[src/rtl/decode_queue.sv]
// RV32I decode queue: decodes fetched instructions into control words and buffers them in a DEPTH-entry ring.
// Define M_EXT_DECODE_EN to accept the M-extension (funct7=0000001) register forms as legal.
module decode_queue #(
    parameter int XLEN  = 32,
    parameter int DEPTH = 2,
    parameter int CW    = $clog2(DEPTH + 1)
) (
    input  logic            clk,
    input  logic            rst,
    input  logic            flush,
    input  logic            in_valid,
    output logic            in_ready,
    input  logic [31:0]     in_instr,
    input  logic [XLEN-1:0] in_pc,
    output logic            out_valid,
    input  logic            out_ready,
    output logic [32:0]     out_ctrl,
    output logic [XLEN-1:0] out_imm,
    output logic [XLEN-1:0] out_pc,
    output logic [4:0]      out_rd,
    output logic [4:0]      out_rs1,
    output logic [4:0]      out_rs2,
    output logic            out_illegal,
    output logic [CW-1:0]   occupancy
);

    // Control word layout, MSB first; out_ctrl carries exactly this packing.
    typedef struct packed {
        logic [6:0] opcode;
        logic [2:0] funct3;
        logic [2:0] aluop;
        logic [2:0] cmpop;
        logic       alumux1;
        logic [2:0] alumux2;
        logic       cmpmux;
        logic [3:0] regfilemux;
        logic       load_regfile;
        logic       dcache_read;
        logic       dcache_write;
        logic       branch_enable;
        logic       jal_enable;
        logic       jalr_enable;
        logic       forward_cmp;
        logic       m_enable;
    } ctrl_t;

    localparam int PW = (DEPTH > 1) ? $clog2(DEPTH) : 1;
    localparam int EW = $bits(ctrl_t) + 2 * XLEN + 16;

    localparam logic [6:0] OP_LUI = 7'b0110111, OP_AUIPC = 7'b0010111, OP_JAL = 7'b1101111;
    localparam logic [6:0] OP_JALR = 7'b1100111, OP_BR = 7'b1100011, OP_LOAD = 7'b0000011;
    localparam logic [6:0] OP_STORE = 7'b0100011, OP_IMM = 7'b0010011, OP_REG = 7'b0110011;
    localparam logic [6:0] F7_ALT = 7'b0100000, F7_MUL = 7'b0000001;
    localparam logic [2:0] ALU_SRA = 3'b010, ALU_SUB = 3'b011, CMP_BLT = 3'b100, CMP_BLTU = 3'b110;
    localparam logic [2:0] MUX2_U = 3'd1, MUX2_B = 3'd2, MUX2_S = 3'd3, MUX2_J = 3'd4, MUX2_RS2 = 3'd5;
    localparam logic [3:0] RF_BREN = 4'd1, RF_UIMM = 4'd2, RF_LW = 4'd3, RF_PC4 = 4'd4;
    localparam logic [3:0] RF_LB = 4'd5, RF_LBU = 4'd6, RF_LH = 4'd7, RF_LHU = 4'd8;

    logic [6:0]  w_opcode, w_funct7;
    logic [2:0]  w_funct3;
    logic [4:0]  w_rd;
    logic [31:0] w_i_imm, w_s_imm, w_b_imm, w_u_imm, w_j_imm, w_dec_imm, w_imm;
    logic [XLEN-1:0] w_imm_x;
    ctrl_t       w_dec, w_ctrl;
    logic        w_bad, w_push, w_pop;
    logic [EW-1:0] w_entry, w_head;

    logic [EW-1:0] r_mem [DEPTH];
    logic [PW-1:0] r_head, r_tail;
    logic [CW-1:0] r_count;

    function automatic logic [PW-1:0] ptr_next(input logic [PW-1:0] p);
        ptr_next = (p == PW'(DEPTH - 1)) ? '0 : p + PW'(1);
    endfunction

    assign w_opcode = in_instr[6:0];
    assign w_rd     = in_instr[11:7];
    assign w_funct3 = in_instr[14:12];
    assign w_funct7 = in_instr[31:25];
    assign w_i_imm  = {{20{in_instr[31]}}, in_instr[31:20]};
    assign w_s_imm  = {{20{in_instr[31]}}, in_instr[31:25], in_instr[11:7]};
    assign w_b_imm  = {{19{in_instr[31]}}, in_instr[31], in_instr[7], in_instr[30:25], in_instr[11:8], 1'b0};
    assign w_u_imm  = {in_instr[31:12], 12'h000};
    assign w_j_imm  = {{11{in_instr[31]}}, in_instr[31], in_instr[19:12], in_instr[20], in_instr[30:21], 1'b0};

    // Raw opcode decode: control fields, selected immediate and legality.
    always_comb begin
        w_dec        = '0;
        w_dec.opcode = w_opcode;
        w_dec.funct3 = w_funct3;
        w_dec_imm    = 32'd0;
        w_bad        = 1'b0;
        case (w_opcode)
            OP_LUI: begin
                w_dec.load_regfile = 1'b1;
                w_dec.regfilemux   = RF_UIMM;
                w_dec_imm          = w_u_imm;
            end
            OP_AUIPC: begin
                w_dec.load_regfile = 1'b1;
                w_dec.alumux1      = 1'b1;
                w_dec.alumux2      = MUX2_U;
                w_dec_imm          = w_u_imm;
            end
            OP_JAL: begin
                w_dec.load_regfile = 1'b1;
                w_dec.regfilemux   = RF_PC4;
                w_dec.jal_enable   = 1'b1;
                w_dec.alumux1      = 1'b1;
                w_dec.alumux2      = MUX2_J;
                w_dec_imm          = w_j_imm;
            end
            OP_JALR: begin
                w_dec.load_regfile = 1'b1;
                w_dec.regfilemux   = RF_PC4;
                w_dec.jalr_enable  = 1'b1;
                w_dec_imm          = w_i_imm;
            end
            OP_BR: begin
                w_dec.cmpop         = w_funct3;
                w_dec.alumux1       = 1'b1;
                w_dec.alumux2       = MUX2_B;
                w_dec.branch_enable = 1'b1;
                w_dec_imm           = w_b_imm;
                w_bad               = (w_funct3 == 3'b010) || (w_funct3 == 3'b011);
            end
            OP_LOAD: begin
                w_dec.dcache_read  = 1'b1;
                w_dec.load_regfile = 1'b1;
                w_dec_imm          = w_i_imm;
                case (w_funct3)
                    3'b000:  w_dec.regfilemux = RF_LB;
                    3'b001:  w_dec.regfilemux = RF_LH;
                    3'b010:  w_dec.regfilemux = RF_LW;
                    3'b100:  w_dec.regfilemux = RF_LBU;
                    3'b101:  w_dec.regfilemux = RF_LHU;
                    default: w_bad = 1'b1;
                endcase
            end
            OP_STORE: begin
                w_dec.dcache_write = 1'b1;
                w_dec.alumux2      = MUX2_S;
                w_dec_imm          = w_s_imm;
                w_bad              = (w_funct3 >= 3'b011);
            end
            OP_IMM: begin
                w_dec.load_regfile = 1'b1;
                w_dec.aluop        = w_funct3;
                w_dec_imm          = w_i_imm;
                case (w_funct3)
                    3'b010, 3'b011: begin
                        w_dec.cmpop       = w_funct3[0] ? CMP_BLTU : CMP_BLT;
                        w_dec.cmpmux      = 1'b1;
                        w_dec.regfilemux  = RF_BREN;
                        w_dec.forward_cmp = 1'b1;
                    end
                    3'b001:  w_bad = (w_funct7 != 7'd0);
                    3'b101: begin
                        if (w_funct7 == F7_ALT) begin
                            w_dec.aluop = ALU_SRA;
                        end else begin
                            w_bad = (w_funct7 != 7'd0);
                        end
                    end
                    default: w_bad = 1'b0;
                endcase
            end
            OP_REG: begin
                w_dec.load_regfile = 1'b1;
                w_dec.aluop        = w_funct3;
                w_dec.alumux2      = MUX2_RS2;
                case (w_funct7)
                    7'd0: begin
                        case (w_funct3)
                            3'b010, 3'b011: begin
                                w_dec.cmpop       = w_funct3[0] ? CMP_BLTU : CMP_BLT;
                                w_dec.regfilemux  = RF_BREN;
                                w_dec.forward_cmp = 1'b1;
                            end
                            default: w_dec.forward_cmp = 1'b0;
                        endcase
                    end
                    F7_ALT: begin
                        case (w_funct3)
                            3'b000:  w_dec.aluop = ALU_SUB;
                            3'b101:  w_dec.aluop = ALU_SRA;
                            default: w_bad = 1'b1;
                        endcase
                    end
                    F7_MUL: begin
`ifdef M_EXT_DECODE_EN
                        w_dec.m_enable = 1'b1;
`else
                        w_bad = 1'b1;
`endif
                    end
                    default: w_bad = 1'b1;
                endcase
            end
            default: w_bad = 1'b1;
        endcase
    end

    // Illegal entries keep only opcode/funct3; writes to x0 never load the regfile.
    always_comb begin
        w_ctrl = w_dec;
        w_imm  = w_dec_imm;
        if (w_bad) begin
            w_ctrl        = '0;
            w_ctrl.opcode = w_opcode;
            w_ctrl.funct3 = w_funct3;
            w_imm         = 32'd0;
        end else if (w_rd == 5'd0) begin
            w_ctrl.load_regfile = 1'b0;
        end else begin
            w_ctrl.load_regfile = w_dec.load_regfile;
        end
    end

    assign w_imm_x   = XLEN'($signed(w_imm));
    assign w_entry   = {w_ctrl, w_imm_x, in_pc, w_rd, in_instr[19:15], in_instr[24:20], w_bad};
    assign in_ready  = rst & (r_count < CW'(DEPTH));
    assign out_valid = (r_count != '0);
    assign w_push    = in_valid & in_ready & ~flush;
    assign w_pop     = out_valid & out_ready;
    assign occupancy = r_count;
    assign w_head    = r_mem[r_head];

    // Queue pointers and occupancy.
    always_ff @(posedge clk) begin
        if (!rst || flush) begin
            r_head  <= '0;
            r_tail  <= '0;
            r_count <= '0;
        end else begin
            if (w_push) r_tail <= ptr_next(r_tail);
            if (w_pop)  r_head <= ptr_next(r_head);
            case ({w_push, w_pop})
                2'b10:   r_count <= r_count + CW'(1);
                2'b01:   r_count <= r_count - CW'(1);
                default: r_count <= r_count;
            endcase
        end
    end

    // Entry storage; contents are only observed through a valid head.
    always_ff @(posedge clk) begin
        if (w_push) r_mem[r_tail] <= w_entry;
    end

    // Head entry drives the outputs, zeroed while the queue is empty.
    always_comb begin
        if (out_valid) begin
            {out_ctrl, out_imm, out_pc, out_rd, out_rs1, out_rs2, out_illegal} = w_head;
        end else begin
            {out_ctrl, out_imm, out_pc, out_rd, out_rs1, out_rs2, out_illegal} = '0;
        end
    end

endmodule

[config.mk]
export PLATFORM = sky130hd
export DESIGN_NAME = decode_queue
export DESIGN_NICKNAME = d
export VERILOG_FILES = /design/src/rtl/decode_queue.sv
export SDC_FILE = /design/constraint.sdc
export NUM_CORES = 1
export LEC_CHECK = 0
export BUFFER_PORTS_ARGS = -buffer_cell sky130_fd_sc_hd__buf_2
export CAP_MARGIN = 25
export CORE_MARGIN = 5
export CORE_UTILIZATION = 45
export DETAILED_ROUTE_END_ITERATION = 8
export HOLD_SLACK_MARGIN = 0.1
export PLACE_DENSITY = 0.67
export RECOVER_POWER = 25
export SLEW_MARGIN = 0
export SYNTH_ARGS = -nofsm -noshare
export SYNTH_HDL_FRONTEND = slang
export SYNTH_SLANG_ARGS = --single-unit
export TNS_END_PERCENT = 10
[constraint.sdc]
create_clock -name clk -period 8 [get_ports clk]
set_input_delay 0.8 -clock clk [delete_from_list [all_inputs] [get_ports clk]]
set_output_delay 0.8 -clock clk [all_outputs]
set_load 0.01 [all_outputs]
==> results.md, run 1 <==
* Seq/Total Area, Yosys at 70.7%
* Drt wl/cell at 18.4 um
* Outcome: finished with violations
* Worst r2r dst: r_mem[1][40]
* Mapped Area at 9650 um2
* Period minus WS final at 4.06 ns
* Fin crit share at 50.8%
* DRT Wirelength at 21,200 um
* DRC viols at 0
* Vias at 6,013
* Leading area contributor after synthesis: edfxtp_1
* Fillcell total at 1,815
* Critical Path Sink Type: flop
* Worst clock skew at 0.00959 ns
* CP startpoint kind: input port
* Reg-to-Reg Start: occupancy[1]
* Post-synth top flop: edfxtp_1
* Drt first-iter violations at 453
* Final ANT Viol Nets at 0
* Yosys reg bits at 229
* Hold_buf cts at 0
* DP HPWL at 14,000 um
* Unrepaired setup endpoints after global routing: no
* Drt pass-1 iters at 5
* Share of layout cells above drive strength 1 at 21.6%
* Inst Count DP at 1,115
* Full die area at 24,500 um2
* CTS H-tree depth at 1
* Worst slew pin tran at 2.25 ns
* Final Util at 54.7%
* Largest net degree at the start of global routing at 79
* Post-CTS Setup Inserts at 0
* Highest Clock Rate at 246 MHz
* Congestion Overflow GR at 0
* Slew Viols, Final at 33
* Reg2reg path depth at 4
* Slew headroom at -50.2%
* Number of enable flip-flop cells after synthesis at 224
* Final TNS setup at 0 ns
* Register Area at 6830 um2
* CTS tree: yes
* Rows at 53
* Synthesized Nets at 757
* I/O pin cnt at 186
* Chip height at 156 um
* Fin. Hold Viols at 0
* Core Box Area at 21,100 um2
* Reg2reg setup slack at 4.20 ns
* Worst skew pair latency at 0.50 ns
* Vias per cell at 5.20
* Maxcap violations at 1
* Max Root-Sink Buffers at 3
* Nets at 935
* Worst-path fanout max at 43
* # setup viols final at 0
* Port bufs at 184
* Async S/R FF share, synth at 0%
* Synth top area cells: edfxtp_1 70%, mux2i_1 12%, nor2_1 6.2%
* RePlAce Congestion at 0.840
* Clock sink count at 229
* Vias in the first global route at 5,737
* Syn-to-layout area delta at 19.5%
* P per Cell Area at 216 nW/um2
* Worst-path clk slew at 0.06 ns
* Starting Density at 45.8%
* Area share of the largest cell type after synthesis at 69.7%
* Die Wd at 156 um
* Failing checks: capacitance limit, slew limit
* Post-CTS resize count at 0
* Post-Syn Instances at 687
* Crit. Startpoint: flush
* WP data required at 8.19 ns
* CTS Buf Count at 23
* Footprint of the multi-input gates at 2640 um2
* Root Driver: clkbuf_16
* P_leak at 3.85 nW
* Setup CP Type: input port to flop
* Worst Hold Class: input port to flop
* Global-route wire length before repair at 31,900 um
* Yosys Warn Count at 0
* Initial antenna violation count at 1
* End point of the critical path: r_mem[1][40]
* Worst EP arrival at 4.25 ns
* Synth Area per Inst at 14.0 um2
* Peak supply drop at 135 uV
* N_diodes at 0
* Non-Filler Instances at 1,156
* Post-synth cell types at 55
* GRT Total Usage at 16.6%
final cells by class:
class                   count  share of cell area [%]
repair buffers            191                    8.31
clock inverters            15                    1.25
multi-input cells         414                    22.9
flip-flops and latches    229                    59.2
inverters                   6                   0.195
clock buffers              26                    5.09
well taps                 275                    2.98
registers in the layout, summed over array words and instances, names as in the netlist, named ones only:
| name | flops |
|---|---|
| r_mem | 224 |
| r_tail | 1 |
| r_head | 1 |
| occupancy | 2 |
cell usage after synthesis, types with 2 or more instances:
library cell	instances
edfxtp_1	224
nor2_1	160
mux2i_1	113
a21oi_1	30
clkbuf_1	22
nand2_1	22
buf_1	10
o21ai_0	9
inv_1	6
nor3_1	6
a22oi_1	5
dfxtp_1	5
nand3_1	5
nand2b_1	4
nand3b_1	4
or3_1	4
a211oi_1	3
a21o_1	3
and2_1	3
buf_2	3
or2_2	3
xnor2_1	3
a211o_1	2
a31oi_1	2
and2b_2	2
and3b_1	2
buf_6	2
nor4b_1	2
xor2_1	2
logic make-up after synthesis:
logic type	Yosys count	share of synthesized area [%]
adder cells (fa/ha/maj)	1	0.130
other	1	0.0389
AO/OA/AOI/OAI	63	4.15
AND/OR/NAND/NOR	231	10.8
buffers and inverters	44	1.95
XOR/XNOR	5	0.454
multiplexers	113	11.7
flip-flops	229	70.7
report_power, final:
| part | internal [mW] | total [mW] | switching, mW |
|---|---|---|---|
| sequential | 1.33 | 1.34 | 0.00632 |
| clock | 0.621 | 1.04 | 0.414 |
| combinational | 0.0417 | 0.121 | 0.0795 |
layout by cell type (no fill, tap or decap), types with 3 or more instances in the layout:
cell	instances
a211oi_1	3
a21o_1	3
a21oi_1	30
a22oi_1	5
buf_2	140
buf_4	5
bufinv_16	3
clkbuf_1	47
clkbuf_16	23
clkinv_1	8
clkinv_2	3
dfxtp_1	4
edfxtp_1	224
inv_1	6
mux2i_1	113
nand2_1	22
nand2b_1	4
nand3_1	5
nand3b_1	4
nor2_1	158
nor3_1	6
o21ai_0	9
or2_2	3
or3_1	4
xnor2_1	3
critical path, cell delays in order:
cell,delay (ns)
buf_2,0.09
nand2b_1,0.21
nor3b_1,0.39
and2_0,1.71
buf_4,0.70
buf_16,0.30
stage by stage:
| stage | power, mW | worst slack, ns | instance area [um2] | hold WS [ns] |
|---|---|---|---|---|
| finish | 2.50 | 3.94 | 11500 | 0.487 |
| global route | 2.59 | 3.64 | 11500 | 0.463 |
| CTS | 2.53 | 4.04 | 11600 | 0.464 |
| detailed placement | 1.49 | 4.26 | 10900 | 0.498 |
| global placement | 1.49 | 4.15 | 10800 | 0.495 |
| floorplan | 1.43 | 1.32 | 9650 | 0.481 |
how the worst min path moves through the flow:
stage,end,depth (start not counted),slack (ns),from
2_1_floorplan,flop,2,0.48,r_head
3_3_place_gp,flop,2,0.49,r_head
3_5_place_dp,flop,2,0.50,r_head
4_1_cts,r_mem[1][44],1,0.46,in_pc[28]
5_1_grt,r_mem[1][24],1,0.46,in_pc[8]
6_report,r_mem[0][44],1,0.49,in_pc[28]
routing by layer:
| metal | share of wire, % | vias up | track usage (%) | wire length, um |
|---|---|---|---|---|
| li1 | - | 2871 | - | - |
| met1 | 44 | 2910 | 23.5 | 9370 |
| met2 | 47 | 194 | 26.6 | 9950 |
| met3 | 7.2 | 36 | 3.43 | 1530 |
| met4 | 1.8 | 2 | 4.05 | 383 |
| met5 | 0.052 | - | 0 | 11 |
(Power assumes the default switching activity.)
==> run 2: changes to the inputs <==
==> constraint.sdc (replaced) <==
create_clock -name clk -period 4 [get_ports clk]
set_input_delay 0.4 -clock clk [delete_from_list [all_inputs] [get_ports clk]]
set_output_delay 0.4 -clock clk [all_outputs]
set_load 0.01 [all_outputs]
==> run 2 against run 1 <==
Effect of this change:
- the flow now finishes without violations
- combinational power up 120%
- worst setup slack worse by 3.1 ns
- clock skew fell by 0.0040 ns
- register-to-register slack worse by 2.7 ns
- flip-flop and latch count is the same
- final cell count up 3.5%
- non-clock buffer count rose by 38
- critical path depth down 2
- global-route usage grew 0.62 points
- critical path type is now flop to output pin
- highest routed layer is now met4
==> results.md, run 2 (synthesis results as in run 1) <==
* Outcome: finished clean
* Int Pwr at 4.35 mW
* Period minus WS final at 3.21 ns
* Rows at 53
* I/O pin cnt at 186
* Worst r2r dst: occupancy[1]
* Switching part of the total at 19.1%
* Power Total at 5.38 mW
* Core Box Area at 21,100 um2
* Footprint of the multi-input gates at 2640 um2
* Setup CP Type: flop to output pin
* DRT Wirelength at 21,800 um
* Slew Viols, Final at 0
* Post-CTS resize count at 0
* Largest net degree at the start of global routing at 64
* Peak supply drop at 262 uV
* Largest Register: r_mem
* Hold Crit Endpoint: r_mem[0][10]
* Hold Crit Depth at 1
* DP HPWL at 14,500 um
* WP data required at 3.60 ns
* CTS tree: yes
* Slew headroom at 28.4%
* Worst-path fanout max at 61
* Starting Density at 45.8%
* Worst-path clk slew at 0.06 ns
* Worst clock skew at 0.00564 ns
* Port bufs at 184
* Register Area at 6830 um2
* Vias in the first global route at 6,097
* Worst slew pin tran at 1.07 ns
* Reg2reg setup slack at 1.51 ns
* Reg2reg path depth at 6
* Final Util at 57.1%
* Hold path start: in_instr[19]
* Root Driver: clkbuf_16
* GRT Total Usage at 17.2%
* Most frequent cells in the layout: 224 x edfxtp_1, 159 x nor2_1, 133 x buf_2
* Reg-to-Reg Start: occupancy[1]
* Commonest non-fill, non-tap cell in the layout: edfxtp_1
* P_leak at 4.07 nW
* Die Wd at 156 um
* Drt pass-1 iters at 5
* Max Root-Sink Buffers at 3
* Nets at 974
* Worst skew pair latency at 0.49 ns
* Worst EP arrival at 2.81 ns
* Global-route wire length before repair at 33,300 um
* Highest Clock Rate at 311 MHz
* Worst Hold Class: input port to flop
* Fillcell total at 1,760
* P per Cell Area at 447 nW/um2
* Hold_buf cts at 33
* Number of flip-flops in the largest register at 224
* Vias at 6,165
* Combinational Power Share at 5.0%
* Critical Path Sink Type: output pin
* Final TNS setup at 0 ns
* Drt first-iter violations at 512
* Reg power frac at 49.7%
* Fin crit share at 80.3%
* # setup viols final at 0
* Syn-to-layout area delta at 24.9%
* Share of layout cells above drive strength 1 at 21.0%
* Maxcap violations at 0
* Drt wl/cell at 18.2 um
* CTS H-tree depth at 1
* Unrepaired setup endpoints after global routing: no
* Vias per cell at 5.15
* Fin. Hold Viols at 0
* CTS Buf Count at 24
* DRC viols at 0
* Power share of the clock group at 45.2%
* Clock sink count at 229
* Congestion Overflow GR at 0
* RePlAce Congestion at 0.884
* Post-CTS Setup Inserts at 0
* Chip height at 156 um
* CP startpoint kind: flop
* Full die area at 24,500 um2
* Initial antenna violation count at 0
* Sw Pwr at 1.03 mW
* N_diodes at 0
* Final ANT Viol Nets at 0
[run 2: changes by cell type in the layout (fill, tap and decap cells not counted), moves of 2 or more]
| cell | previous run | this run |
|---|---|---|
| clkinv_1 | 8 | 5 |
| clkbuf_16 | 23 | 25 |
| buf_16 | 2 | 0 |
| buf_12 | 0 | 4 |
| clkinv_2 | 3 | 5 |
| bufinv_16 | 3 | 7 |
| dlygate4sd3_1 | 0 | 34 |
| clkbuf_1 | 47 | 52 |
| buf_2 | 140 | 133 |
| buf_4 | 5 | 7 |
[run 2: area by class of cell]
type | instances | share of cell area [%]
repair buffers | 229 | 11.0
inverters | 6 | 0.187
clock inverters | 17 | 2.11
multi-input cells | 414 | 21.9
well taps | 275 | 2.86
flip-flops and latches | 229 | 56.7
clock buffers | 27 | 5.25
[run 2: worst max path at each step]
stage | slack [ns] | start | cells past startpoint | end
global route | 0.59 | occupancy[1] | 4 | out_imm[11]
floorplan | -0.07 | flush | 3 | r_mem[1][0]
CTS | 1.26 | flop | 4 | out_ctrl[24]
finish | 0.79 | occupancy[1] | 4 | out_imm[11]
global placement | 1.40 | flush | 6 | r_mem[0][54]
detailed placement | 1.36 | in_instr[26] | 6 | r_mem[0][79]
[run 2: critical path, stage by stage, from the launching register on]
cell	delay (ns)
dfxtp_1	0.36
nor2_1	0.84
buf_4	0.70
nor2_1	0.21
buf_2	0.19
[run 2: metrics by stage]
| step | std cells | setup slack, ns | area, um2 | hold WS, ns |
|---|---|---|---|---|
| 2_1_floorplan | 687 | -0.0655 | 9660 | 0.481 |
| 3_3_place_gp | 1118 | 1.40 | 10900 | 0.491 |
| 3_5_place_dp | 1118 | 1.36 | 10900 | 0.499 |
| 4_1_cts | 1195 | 1.26 | 12100 | 0.100 |
| 5_1_grt | 1197 | 0.587 | 12100 | 0.171 |
| 6_report | 1197 | 0.789 | 12100 | 0.163 |
[run 2: routing by layer]
metal / vias to the layer above / global-route usage (%) / part of all wire [%]
li1: 2962 / - / -
met1: 2975 / 23.6 / 44
met2: 209 / 29.2 / 49
met3: 19 / 2.77 / 6.4
met4: 0 / 3.68 / 1.3
met5: - / 0 / 0
[run 2: power by group through the flow]
stage,clock (mW),combinational (mW),sequential [mW]
floorplan,0,0.131,2.73
global placement,0,0.253,2.73
detailed placement,0,0.255,2.73
CTS,2.48,0.282,2.68
global route,2.60,0.298,2.68
finish,2.43,0.271,2.68
==> run 3: changes to the inputs <==
==> constraint.sdc (replaced) <==
create_clock -name clk -period 3.2 [get_ports clk]
set_input_delay 0.32 -clock clk [delete_from_list [all_inputs] [get_ports clk]]
set_output_delay 0.32 -clock clk [all_outputs]
set_load 0.01 [all_outputs]
==> run 3 against run 2 <==
Effect of this change:
- flip-flop and latch count unchanged
- highest routed layer unchanged
- via count increased by 0.88%
- non-clock buffer count increased by 16
- final cell count increased by 1.4%
- sequential power increased by 25%
- routed wire length increased by 1.5%
- clock power increased by 12%
- register-to-register slack got worse by 0.63 ns
- critical path type is now input port to flop
- critical endpoint is now r_mem[0][79]
==> results.md, run 3 (synthesis results as in run 1) <==
* Full die area at 24,500 um2
* Unrepaired setup endpoints after global routing: no
* Worst-path fanout max at 28
* Clock sink count at 229
* Vias per cell at 5.12
* Area after DPL at 10,900 um2
* Congestion Overflow GR at 0
* Fin area at 12,100 um2
* CTS Buf Count at 25
* Setup CP Type: input port to flop
* Post-CTS resize count at 0
* Chip height at 156 um
* Initial antenna violation count at 0
* Largest Register: r_mem
* Outcome: finished clean
* DRT Wirelength at 22,100 um
* Worst Hold Class: input port to flop
* Largest net degree at the start of global routing at 84
* Global-route wire length before repair at 33,700 um
* DP HPWL at 14,400 um
* N_diodes at 0
* Drt first-iter violations at 403
* Die Wd at 156 um
* I/O pin cnt at 186
* CP startpoint kind: input port
* Number of flip-flops in the largest register at 224
* Share of layout cells above drive strength 1 at 20.1%
* Highest Clock Rate at 403 MHz
* Worst skew pair latency at 0.52 ns
* Core Box Area at 21,100 um2
* Period minus WS final at 2.48 ns
* CTS tree: yes
* Critical Path Sink Type: flop
* Vias in the first global route at 6,229
* RePlAce Congestion at 0.873
* Vias at 6,219
* Worst clock skew at 0.0140 ns
* WP data required at 3.53 ns
* Worst-path clk slew at 0.06 ns
* Syn-to-layout area delta at 25.4%
* Commonest non-fill, non-tap cell in the layout: edfxtp_1
* Rows at 53
* Root Driver: clkbuf_16
* Final ANT Viol Nets at 0
* Most frequent cells in the layout: 224 x edfxtp_1, 160 x nor2_1, 129 x buf_2
* Nets at 991
* Worst slew pin tran at 0.909 ns
* P_leak at 4.08 nW
* Starting Density at 45.8%
* Worst EP arrival at 2.81 ns
* Slew Viols, Final at 0
* GRT Total Usage at 17.4%
* Post-route setup slack at 0.717 ns
* Slew headroom at 39.4%
* # setup viols final at 0
* Drt pass-1 iters at 5
* DRC viols at 0
* Drt wl/cell at 18.2 um
* Min Hold Slack at 0.185 ns
* Final Util at 57.4%
* Final TNS setup at 0 ns
* Fin. Hold Viols at 0
* Worst slack, placed at 0.656 ns
* P per Cell Area at 531 nW/um2
* Port bufs at 184
* CTS H-tree depth at 1
* Fin crit share at 77.6%
* Maxcap violations at 0
* Peak supply drop at 397 uV
* Max Root-Sink Buffers at 3
[run 3: report_power, final]
group          total (mW)  internal (mW)  switching (mW)
Combinational       0.355          0.142           0.213
Sequential           3.35           3.33          0.0133
Clock                2.72           1.60            1.12
Total                6.42           5.08            1.34
[run 3: routing by layer]
metal / up-vias / routed length [um] / global-route usage [%]
li1: 2992 / - / -
met1: 2999 / 9380 / 22.6
met2: 199 / 10900 / 30.1
met3: 29 / 1450 / 3.87
met4: 0 / 410 / 3.51
met5: - / 0 / 0
[run 3: final cells by class]
type                    count  area [um2]
clock buffers              28         637
fillers                  1781        8990
well taps                 275         344
repair buffers            245        1480
flip-flops and latches    229        6830
inverters                   6        22.5
clock inverters            17         149
multi-input cells         414        2640
[run 3: stage by stage]
stage	std cells	power, mW
6_report	1214	6.42
5_1_grt	1214	6.66
4_1_cts	1214	6.51
3_5_place_dp	1120	3.73
3_3_place_gp	1120	3.73
2_1_floorplan	687	3.57
[run 3: final timing paths]
kind	cells past startpoint	slack (ns)	startpoint	to
max reg2reg	4	0.88	occupancy[1]	r_mem[0][98]
max	7	0.72	in_instr[0]	r_mem[0][79]
min reg2reg	2	0.52	r_head	r_head
min	3	0.18	in_instr[26]	r_mem[0][54]
[run 3: repair_timing]
item	4_1_cts	5_1_grt
hold buffers	49	0
setup buffers	0	0
endpoints found under the hold margin	98	0
[run 3: worst max-delay path, stage by stage]
cell           delay, ns
dlygate4sd3_1       0.53
clkbuf_1            0.20
nand4bb_1           0.34
nor2_1              0.18
a21oi_1             0.36
nand4b_4            0.47
nor3_1              0.39
